### config.mk
export PLATFORM = sky130hd
export DESIGN_NAME = cv32e40p_wb_port_arbiter
export DESIGN_NICKNAME = d
export VERILOG_FILES = /design/src/rtl/cv32e40p_pkg.sv /design/src/rtl/cv32e40p_rr_arbiter.sv /design/src/rtl/cv32e40p_wb_port_arbiter.sv
export SDC_FILE = /design/constraint.sdc
export NUM_CORES = 1
export LEC_CHECK = 0
export BUFFER_PORTS_ARGS = -buffer_cell sky130_fd_sc_hd__buf_4
export CORE_ASPECT_RATIO = 0.9
export CORE_UTILIZATION = 38
export CTS_BUF_LIST = sky130_fd_sc_hd__clkbuf_4 sky130_fd_sc_hd__clkbuf_8
export CTS_CLUSTER_SIZE = 12
export DETAILED_ROUTE_END_ITERATION = 6
export PLACE_DENSITY = 0.78
export SYNTH_ARGS = -nofsm -noshare
export SYNTH_HDL_FRONTEND = slang
export SYNTH_HIERARCHICAL = 1
export SYNTH_SLANG_ARGS = --single-unit
### constraint.sdc
create_clock -name clk -period 2.15 [get_ports clk]
set_input_delay 0.3225 -clock clk [delete_from_list [all_inputs] [get_ports clk]]
set_output_delay 0.3225 -clock clk [all_outputs]
set_load 0.005 [all_outputs]
### src/rtl/cv32e40p_pkg.sv
// -----------------------------------------------------------------------------
// cv32e40p_pkg
// Shared constants and types for the write-back port arbiter.
//   WB_ARB_MAX_WAIT_DEFAULT : default refusal limit before a low-priority
//                             requester overrides the in-order result
//   WB_ARB_ADDR_W/DATA_W    : default register address / data widths
//   wb_req_t                : one write-back request {waddr, wdata} at the
//                             default widths
// -----------------------------------------------------------------------------
package cv32e40p_pkg;

    localparam int unsigned WB_ARB_MAX_WAIT_DEFAULT = 4;
    localparam int unsigned WB_ARB_ADDR_W           = 6;
    localparam int unsigned WB_ARB_DATA_W           = 32;

    typedef struct packed {
        logic [WB_ARB_ADDR_W-1:0] waddr;
        logic [WB_ARB_DATA_W-1:0] wdata;
    } wb_req_t;

endpackage

### src/rtl/cv32e40p_rr_arbiter.sv
// -----------------------------------------------------------------------------
// cv32e40p_rr_arbiter
// Round-robin pick over WIDTH candidates. The caller supplies the candidate
// mask (starved set or plain valid set); the first set bit at or after the
// internal pointer wins, wrapping from WIDTH-1 back to 0. Whenever a grant is
// issued the pointer moves to the slot after the winner.
// Ports:
//   clk, rst_n : clock, asynchronous active-low reset (pointer -> 0)
//   i_mask     : candidate set
//   o_gnt      : one-hot grant (zero when i_mask is zero)
// -----------------------------------------------------------------------------
module cv32e40p_rr_arbiter #(
    parameter int unsigned WIDTH = 2
) (
    input  logic             clk,
    input  logic             rst_n,
    input  logic [WIDTH-1:0] i_mask,
    output logic [WIDTH-1:0] o_gnt
);

    localparam int unsigned PTR_W = (WIDTH > 1) ? $clog2(WIDTH) : 1;

    logic [PTR_W-1:0] r_ptr;
    logic [PTR_W-1:0] w_ptr_nxt;
    logic             w_hi_found;
    logic             w_lo_found;
    int               w_hi_idx;
    int               w_lo_idx;
    int               w_sel_idx;

    // Descending scan: the last hit is the lowest index. "hi" only considers
    // slots at/after the pointer; "lo" is the wrap-around fallback.
    always_comb begin
        w_hi_found = 1'b0;
        w_lo_found = 1'b0;
        w_hi_idx   = 0;
        w_lo_idx   = 0;
        for (int j = WIDTH - 1; j >= 0; j--) begin
            if (i_mask[j]) begin
                w_lo_found = 1'b1;
                w_lo_idx   = j;
                if (j >= int'(r_ptr)) begin
                    w_hi_found = 1'b1;
                    w_hi_idx   = j;
                end
            end
        end
        w_sel_idx = w_hi_found ? w_hi_idx : w_lo_idx;
    end

    always_comb begin
        o_gnt = '0;
        for (int j = 0; j < WIDTH; j++) begin
            o_gnt[j] = w_lo_found && (w_sel_idx == j);
        end
    end

    always_comb begin
        w_ptr_nxt = r_ptr;
        if (w_lo_found) begin
            w_ptr_nxt = (w_sel_idx == int'(WIDTH) - 1) ? '0 : PTR_W'(w_sel_idx + 1);
        end
    end

    always_ff @(posedge clk or negedge rst_n) begin
        if (!rst_n) begin
            r_ptr <= '0;
        end else begin
            r_ptr <= w_ptr_nxt;
        end
    end

endmodule

### src/rtl/cv32e40p_wb_port_arbiter.sv
// -----------------------------------------------------------------------------
// cv32e40p_wb_port_arbiter
// Shares the EX-stage register-file write port between the in-order result
// (requester 0, fixed priority) and out-of-order producers (requesters
// 1..NUM_REQ-1, round-robin). A low-priority requester refused MAX_WAIT times
// in a row becomes "starved" and pre-empts requester 0. The write port is
// registered (one cycle after the grant).
// Ports:
//   clk, rst_n    : clock, asynchronous active-low reset
//   req_valid_i   : per-requester result pending
//   req_waddr_i   : per-requester destination register (packed, ADDR_W each)
//   req_wdata_i   : per-requester result data (packed, DATA_W each)
//   req_ready_o   : one-hot combinational grant
//   stall_o       : requester 0 valid but refused
//   we_o/waddr_o/wdata_o : registered write port
//   contention_o  : registered, two or more requesters were valid
//   perf_cnt_o    : saturating contention-cycle counter
// Configuration macro: CV32E40P_WB_ARB_PERF_EN enables perf_cnt_o; when it is
// undefined perf_cnt_o is tied to zero.
// -----------------------------------------------------------------------------
module cv32e40p_wb_port_arbiter
    import cv32e40p_pkg::*;
#(
    parameter int unsigned NUM_REQ  = 3,
    parameter int unsigned MAX_WAIT = WB_ARB_MAX_WAIT_DEFAULT,
    parameter int unsigned ADDR_W   = WB_ARB_ADDR_W,
    parameter int unsigned DATA_W   = WB_ARB_DATA_W
) (
    input  logic                      clk,
    input  logic                      rst_n,
    input  logic [NUM_REQ-1:0]        req_valid_i,
    input  logic [NUM_REQ*ADDR_W-1:0] req_waddr_i,
    input  logic [NUM_REQ*DATA_W-1:0] req_wdata_i,
    output logic [NUM_REQ-1:0]        req_ready_o,
    output logic                      stall_o,
    output logic                      we_o,
    output logic [ADDR_W-1:0]         waddr_o,
    output logic [DATA_W-1:0]         wdata_o,
    output logic                      contention_o,
    output logic [31:0]               perf_cnt_o
);

    if (NUM_REQ < 2 || MAX_WAIT < 1) begin : g_param_check
        $error("cv32e40p_wb_port_arbiter: NUM_REQ must be >= 2 and MAX_WAIT >= 1");
    end

    localparam int unsigned NUM_LO = NUM_REQ - 1;
    localparam int unsigned WAIT_W = $clog2(MAX_WAIT + 1);

    // Low-priority bookkeeping is indexed j = requester - 1.
    logic [WAIT_W-1:0] r_wait_cnt [NUM_LO];
    logic [NUM_LO-1:0] w_starved;
    logic [NUM_LO-1:0] w_rr_mask;
    logic [NUM_LO-1:0] w_rr_gnt;
    logic [NUM_REQ-1:0] w_ready;
    logic              w_grant_any;
    logic              w_multi;
    logic [ADDR_W-1:0] w_sel_waddr;
    logic [DATA_W-1:0] w_sel_wdata;

    logic              r_we;
    logic [ADDR_W-1:0] r_waddr;
    logic [DATA_W-1:0] r_wdata;
    logic              r_contention;

    always_comb begin
        w_starved = '0;
        for (int j = 0; j < int'(NUM_LO); j++) begin
            w_starved[j] = req_valid_i[j+1] && (r_wait_cnt[j] == WAIT_W'(MAX_WAIT));
        end
    end

    // Starved requesters outrank requester 0; otherwise requester 0 blocks the
    // round-robin entirely so the pointer only moves on real low-priority grants.
    always_comb begin
        if (|w_starved) begin
            w_rr_mask = w_starved;
        end else if (req_valid_i[0]) begin
            w_rr_mask = '0;
        end else begin
            w_rr_mask = req_valid_i[NUM_REQ-1:1];
        end
    end

    cv32e40p_rr_arbiter #(
        .WIDTH (NUM_LO)
    ) u_rr_arbiter (
        .clk    (clk),
        .rst_n  (rst_n),
        .i_mask (w_rr_mask),
        .o_gnt  (w_rr_gnt)
    );

    assign w_ready     = {w_rr_gnt, req_valid_i[0] & ~(|w_starved)};
    assign w_grant_any = |w_ready;
    assign w_multi     = ($countones(req_valid_i) >= 2);

    assign req_ready_o = w_ready;
    assign stall_o     = req_valid_i[0] & ~w_ready[0];

    always_comb begin
        w_sel_waddr = '0;
        w_sel_wdata = '0;
        for (int i = 0; i < int'(NUM_REQ); i++) begin
            if (w_ready[i]) begin
                w_sel_waddr = req_waddr_i[i*ADDR_W +: ADDR_W];
                w_sel_wdata = req_wdata_i[i*DATA_W +: DATA_W];
            end
        end
    end

    // Refusal counters: count consecutive refused cycles, saturate at MAX_WAIT.
    always_ff @(posedge clk or negedge rst_n) begin
        if (!rst_n) begin
            for (int j = 0; j < int'(NUM_LO); j++) begin
                r_wait_cnt[j] <= '0;
            end
        end else begin
            for (int j = 0; j < int'(NUM_LO); j++) begin
                if (!req_valid_i[j+1] || w_ready[j+1]) begin
                    r_wait_cnt[j] <= '0;
                end else if (r_wait_cnt[j] != WAIT_W'(MAX_WAIT)) begin
                    r_wait_cnt[j] <= r_wait_cnt[j] + 1'b1;
                end
            end
        end
    end

    // Registered write port; address/data hold when nothing is granted.
    always_ff @(posedge clk or negedge rst_n) begin
        if (!rst_n) begin
            r_we         <= 1'b0;
            r_waddr      <= '0;
            r_wdata      <= '0;
            r_contention <= 1'b0;
        end else begin
            r_we         <= w_grant_any;
            r_contention <= w_multi;
            if (w_grant_any) begin
                r_waddr <= w_sel_waddr;
                r_wdata <= w_sel_wdata;
            end
        end
    end

    assign we_o         = r_we;
    assign waddr_o      = r_waddr;
    assign wdata_o      = r_wdata;
    assign contention_o = r_contention;

`ifdef CV32E40P_WB_ARB_PERF_EN
    logic [31:0] r_perf_cnt;

    always_ff @(posedge clk or negedge rst_n) begin
        if (!rst_n) begin
            r_perf_cnt <= '0;
        end else if (w_multi && (r_perf_cnt != 32'hFFFF_FFFF)) begin
            r_perf_cnt <= r_perf_cnt + 32'd1;
        end
    end

    assign perf_cnt_o = r_perf_cnt;
`else
    assign perf_cnt_o = '0;
`endif

endmodule

# Word level (Yosys, flattened, before mapping)
# Cells that the tools add are included.
[word_totals]
reg_bits = 47
[op_classes]
add_sub_neg = 5
order_cmp = 2
eq_ne = 5
mux = 22
n_bitwise = 4
reduce_logical = 13
[op_table]
columns = ["op", "count"]
rows = [
  ["32-bit two-way mux", 5],
  ["32-bit by 2-bit == test with 1-bit output (second input constant)", 1],
  ["32-bit logical NOT", 1],
  ["6-bit two-way mux", 3],
  ["3-bit two-way mux", 4],
  ["1-bit two-way mux", 8],
  ["3-bit by 1-bit adder with 3-bit output (second input constant)", 2],
  ["3-bit == test (second input constant)", 2],
  ["3-bit inequality test (second input constant)", 2],
  ["1-bit logical AND", 4],
  ["2-bit two-way mux", 2],
  ["2-bit nonzero test", 2],
  ["2-bit by 1-bit adder with 3-bit output", 1],
  ["3-bit by 2-bit greater-or-equal comparator with 1-bit output (second input constant)", 1],
  ["3-bit OR reduction", 1],
  ["1-bit by 1-bit adder with 2-bit output", 1],
  ["1-bit bitwise AND", 2],
  ["1-bit logical NOT", 2],
  ["1-bit logical OR", 2],
  ["1-bit inverter", 2],
  ["2-bit OR reduction", 1],
  ["1-bit adder (second input constant)", 1],
  ["1-bit greater-or-equal comparator (first input constant)", 1],
]

# Logic depth before layout (Yosys ltp)
[logic_depth]
word_depth = 12
mapped_depth = 13
mapped_depth_nobuf = 10

# Cells and area by module
# The synthesis kept the hierarchy.
[by_module_without_submodules]
columns = ["module", "instances", "cells_each", "area_per_inst_um2", "seq_area_each_um2"]
rows = [
  ["cv32e40p_wb_port_arbiter", 1, 258, 2683.8, 1151.1],
  ["cv32e40p_rr_arbiter", 1, 6, 53.8, 25.0],
]

# Worst setup path before layout
# No wires, ideal clock.
[synth_timing]
kind = "flip-flop to flip-flop"
start = "reg r_wait_cnt[0] (netlist bit)"
end = "reg r_waddr[1], in the netlist waddr_o[1]"
setup_ns = 0.077
t_arrival_ns = 2.173
t_required_ns = 2.073
setup_slack_ns = -0.100
stages_incl_launch_ff = 12
synth_period_minus_slack_ns = 2.250
path_cell_list = "dfrtp_1 -> inv_1 -> ha_1 -> nand3_2 -> nand2_1 -> a21boi_0 -> a21boi_0 -> nor2b_2 -> buf_4 -> clkbuf_1 -> a22oi_1 -> o21ai_1"
[synth_via]
word_cells_on_any_way = 23
cone_classes = "eq/ne: 2; mux: 13; bitwise: 2; reduce/logical: 6"
[synth_rtl]
columns = ["element", "line", "source"]
rows = [
  ["start, declared", "cv32e40p_wb_port_arbiter.sv:51", "logic [WAIT_W-1:0] r_wait_cnt [NUM_LO];"],
  ["start signal, assigned by index", "cv32e40p_wb_port_arbiter.sv:123", "r_wait_cnt[j] <= r_wait_cnt[j] + 1'b1;"],
  ["3-bit == test *", "cv32e40p_wb_port_arbiter.sv:69", "w_starved[j] = req_valid_i[j+1] && (r_wait_cnt[j] == WAIT_W'(MAX_WAIT));"],
  ["1-bit logical AND *", "cv32e40p_wb_port_arbiter.sv:69", ""],
  ["2-bit OR reduction *", "cv32e40p_wb_port_arbiter.sv:76", "if (|w_starved) begin"],
  ["2-bit two-way mux *", "cv32e40p_wb_port_arbiter.sv:76", ""],
  ["net w_rr_mask[0]", "cv32e40p_wb_port_arbiter.sv:53", "logic [NUM_LO-1:0] w_rr_mask;"],
  ["1-bit two-way mux / 32-bit two-way mux (equally long branches)", "cv32e40p_rr_arbiter.sv:39", "if (i_mask[j]) begin"],
  ["32-bit two-way mux", "cv32e40p_rr_arbiter.sv:48", "w_sel_idx = w_hi_found ? w_hi_idx : w_lo_idx;"],
  ["32-bit logical NOT", "cv32e40p_rr_arbiter.sv:54", "o_gnt[j] = w_lo_found && (w_sel_idx == j);"],
  ["1-bit logical AND *", "cv32e40p_rr_arbiter.sv:54", ""],
  ["net req_ready_o[1]", "cv32e40p_wb_port_arbiter.sv:34", "output logic [NUM_REQ-1:0] req_ready_o,"],
  ["6-bit two-way mux (2 in a row)", "cv32e40p_wb_port_arbiter.sv:105", "if (w_ready[i]) begin"],
  ["end signal, assigned", "cv32e40p_wb_port_arbiter.sv:140", "r_waddr <= w_sel_waddr;"],
  ["end, declared", "cv32e40p_wb_port_arbiter.sv:62", "logic [ADDR_W-1:0] r_waddr;"],
]
# Mark *: on every way through the listed nets, which the timed path passes. The rest lies on a longest branch.
# A chain may end at the register's enable or synchronous reset.

# Worst setup path after layout
[layout_timing]
start = "reg r_wait_cnt[3] (netlist bit)"
end = "out req_ready_o[2]"
[layout_via]
word_cells_on_any_way = 15
cone_classes = "eq/ne: 2; mux: 10; reduce/logical: 3"
[layout_rtl]
columns = ["element", "line"]
rows = [
  ["3-bit == test *", "cv32e40p_wb_port_arbiter.sv:69"],
  ["1-bit logical AND *", "cv32e40p_wb_port_arbiter.sv:69"],
  ["2-bit OR reduction", "cv32e40p_wb_port_arbiter.sv:76"],
  ["2-bit two-way mux *", "cv32e40p_wb_port_arbiter.sv:76"],
  ["net w_rr_mask[0]", "cv32e40p_wb_port_arbiter.sv:53"],
  ["1-bit two-way mux / 32-bit two-way mux (equally long branches)", "cv32e40p_rr_arbiter.sv:39"],
  ["32-bit two-way mux", "cv32e40p_rr_arbiter.sv:48"],
  ["32-bit by 2-bit == test with 1-bit output", "cv32e40p_rr_arbiter.sv:54"],
  ["1-bit logical AND *", "cv32e40p_rr_arbiter.sv:54"],
  ["end, declared", "cv32e40p_wb_port_arbiter.sv:34"],
]
# Marked as above.

==> impl_metrics.ini <==
[route]
drtIter0Drc = 85
final_antenna_net_count = 0
first_pass_iters = 4
routedWlPerCell_um = 14.0
vias = 2508
wl_mm = 7.27
via_per_inst = 4.84
drc = 0

[yosys]
synth-seq-area-share_pct = 43.0
synth-simple-area-share_pct = 6.12
synth-edff-count = 0
yosysTopAreaCell = dfrtp_1
syn_avg_cell_area_um2 = 10.4
async_flop_share_pct = 100
synth-seq-cells = 47
synth_top_family_by_area = compound AO/OA/AOI/OAI gates
synth_most_common_cell = dfrtp_1
synth_top_cell_area_share_pct = 43.0
synth_compound_area_share_pct = 19.0
synthMuxAreaShare_pct = 13.9
ys_warn_count = 6
syn_inst = 264
ys_types = 29
ys.flop_type = dfrtp_1
synth_area_um2 = 2740
ys_top_cells_by_count = dfrtp_1, mux2i_1, a22oi_1, o21ai_1, buf_4
synthTopCellsByArea = dfrtp_1, mux2i_1, a22oi_1, buf_4, o21ai_1
synth_fa_ha_area_share_pct = 2.74
synthXorXnorAreaFrac_pct = 0.640

[final_layout]
fin_nets = 552
area_delta_synth_final_pct = 47.9
drive_gt1_share_pct = 44.6
fill_cells = 593
diodes = 0

[floorplan]
start_util_pct = 40.5
die_h_um = 82.5
core_area_um2 = 6760
rows = 28
die-area_um2 = 7550
die_w_um = 91.5
pin_count = 195

[placement]
dp_hpwl_mm = 5.58
place_congestion = 0.770
io_buffers = 162

[clock_network]
cts_max_path_buffers = 2
cts_tree = built
clock_sinks = 47
root_buffer = clkbuf_8
cts_max_level = 2
clk_latency_ns = 0.29
clkTransAtPathRegs_ns = 0.09
cts_made_buffers = 5

[critical_path]
r2r_end = we_o$_DFF_PN0_
crit_chain = inv_1, ha_1, nand2_1, a21boi_2, nand2b_1, and2_2, buf_4
criticalPathCategory = reg2out
required_ns = 1.83
crit_end = req_ready_o[2]
r2r_start = r_wait_cnt[3]$_DFFE_PN0P_
path_depth = 7
ff2ff_path_depth = 9
critical_path_arrival_ns = 1.74
crit_slowest_cell = dfrtp_1
critical-path-top-delay-family = simple AND/OR/NAND/NOR gates
critPathMaxFanout = 5
critPathCaptureType = primary output
critPathLaunchType = register
cp_slowest_stage_delay_ns = 0.42
path_buf_inv = 2
crit_start = r_wait_cnt[3]$_DFFE_PN0P_
rrSetupSlack_ns = 0.13

[global_routing]
antenna_found_initial = 0
busiest_layer = met2
overflow = 0
grt_usage_pct = 18.7
grt_pass1_vias = 2282
use_met2_pct = 34.4
met1_usage_pct = 21.9
grtUsageMet3_pct = 4.95
grt_max_degree = 48
grt_pass1_wl_mm = 11.0

[timing]
fin_setup_tns_ns = 0
finClkSkew_ns = 0.00597
slew_violations = 0
rsz0062_at_grt = no
hold_viol = 0
min_period_ns = 2.06
worst_pin_slew_ns = 0.605
finalCritPeriodShare_pct = 95.7
setup_viol = 0
fmax_ghz = 0.486
hold_ws_ns = 0.0299
maxSlewHeadroom_pct = 59.7

[pwr]
power_density_nw_per_um2 = 616
leakage_nw = 2.08
ir_drop_mv = 0.294

[worst_hold_path]
hp-class = in2async

[run]
cap_violations = 0

[outcome]
status = finished, final reports clean
## area by class of cell
type                            count  area [µm²]  share of cell area [%]
Clock inverter                      1        5.00                   0.124
Inverter                            8        30.0                   0.742
Clock buffer                        7        83.8                    2.07
Tap cell                           90         113                    2.78
Sequential cell                    47        1180                    29.1
Timing Repair Buffer              174        1350                    33.3
Multi-Input combinational cell    191        1290                    31.9
## kinds of logic (layout without fill, tap and decap cells)
| kind of cell | after synthesis | count (layout) |
|---|---|---|
| AOI/OAI and AO/OA | 82 | 82 |
| buffers and inverters | 57 | 190 |
| DFF | 47 | 47 |
| muxes | 38 | 38 |
| and+or+nand+nor | 31 | 31 |
| adders and majority gates | 6 | 6 |
| xor gates and xnor gates | 2 | 2 |
| other | 1 | 32 |
## cell usage in the layout, fill, tap and decap left out
cell      netlist  layout
a21boi_2        0       2
a21o_1          1       1
a21oi_1         3       3
a22oi_1        37      37
and2_2          0       1
buf_12          1       3
buf_4          33     170
buf_6           2       1
clkbuf_4        0       2
clkbuf_8        0       5
clkinv_2        0       1
conb_1          1      32
dfrtp_1        47      47
ha_1            6       5
ha_2            0       1
inv_1           8       8
mux2i_1        38      38
nand2_1        11      11
nand2b_1        4       4
nand3_1         2       2
nand3_2         2       2
nand3_4         1       1
nor2_1          6       6
nor2b_2         1       1
nor3_1          2       2
o21ai_0         1       1
o21ai_1        37      37
o221ai_2        1       1
or2_1           1       1
xnor2_1         2       2
## what timing repair did
item | CTS | global route
pin swaps | 0 | 1
buffers inserted | 1 | 2
hold buffers | 0 | 0
resized for setup | 2 | 3
gates cloned | 0 | 0
endpoints found under the setup margin | 28 | 42
## worst min-delay path by stage
stage / end / cells past startpoint
2_1_floorplan: contention_o$_DFF_PN0_ / 0
3_3_place_gp: wdata_o[21]$_DFFE_PN0P_ / 1
3_5_place_dp: wdata_o[21]$_DFFE_PN0P_ / 1
4_1_cts: waddr_o[4]$_DFFE_PN0P_ / 1
5_1_grt: waddr_o[4]$_DFFE_PN0P_ / 1
6_report: wdata_o[23]$_DFFE_PN0P_ / 1
## layer usage
metal  vias up  wire (µm)
met4         0         54
li1       1205          -
met5         -          0
met3         4        592
met1      1178       2850
met2       121       3770
## report_power, final
group	internal (mW)	leakage (nW)	switching (mW)
clock	0.254	0.0491	0.292
combinational	0.484	1.46	0.348
sequential	1.03	0.575	0.0858
total	1.77	2.08	0.726
## sequential cells by signal, indices dropped and copies added (netlist names)
name                cells
we_o                    1
r_wait_cnt              6
wdata_o                32
contention_o            1
waddr_o                 6
u_rr_arbiter/r_ptr      1
## metrics by stage
stage	std cells	total power [mW]	util (%)	area [µm²]	setup WS, ns
after floorplan	295	1.51	-	2850	0.00512
after global placement	507	1.94	58.0	3920	0.0981
after detailed placement	507	1.97	58.0	3920	-0.0460
after CTS	516	2.52	59.5	4020	0.0233
after global routing	518	2.66	59.9	4050	0.00464
final	518	2.49	59.9	4050	0.0916
No activity file was read; power rests on OpenSTA's default activity.
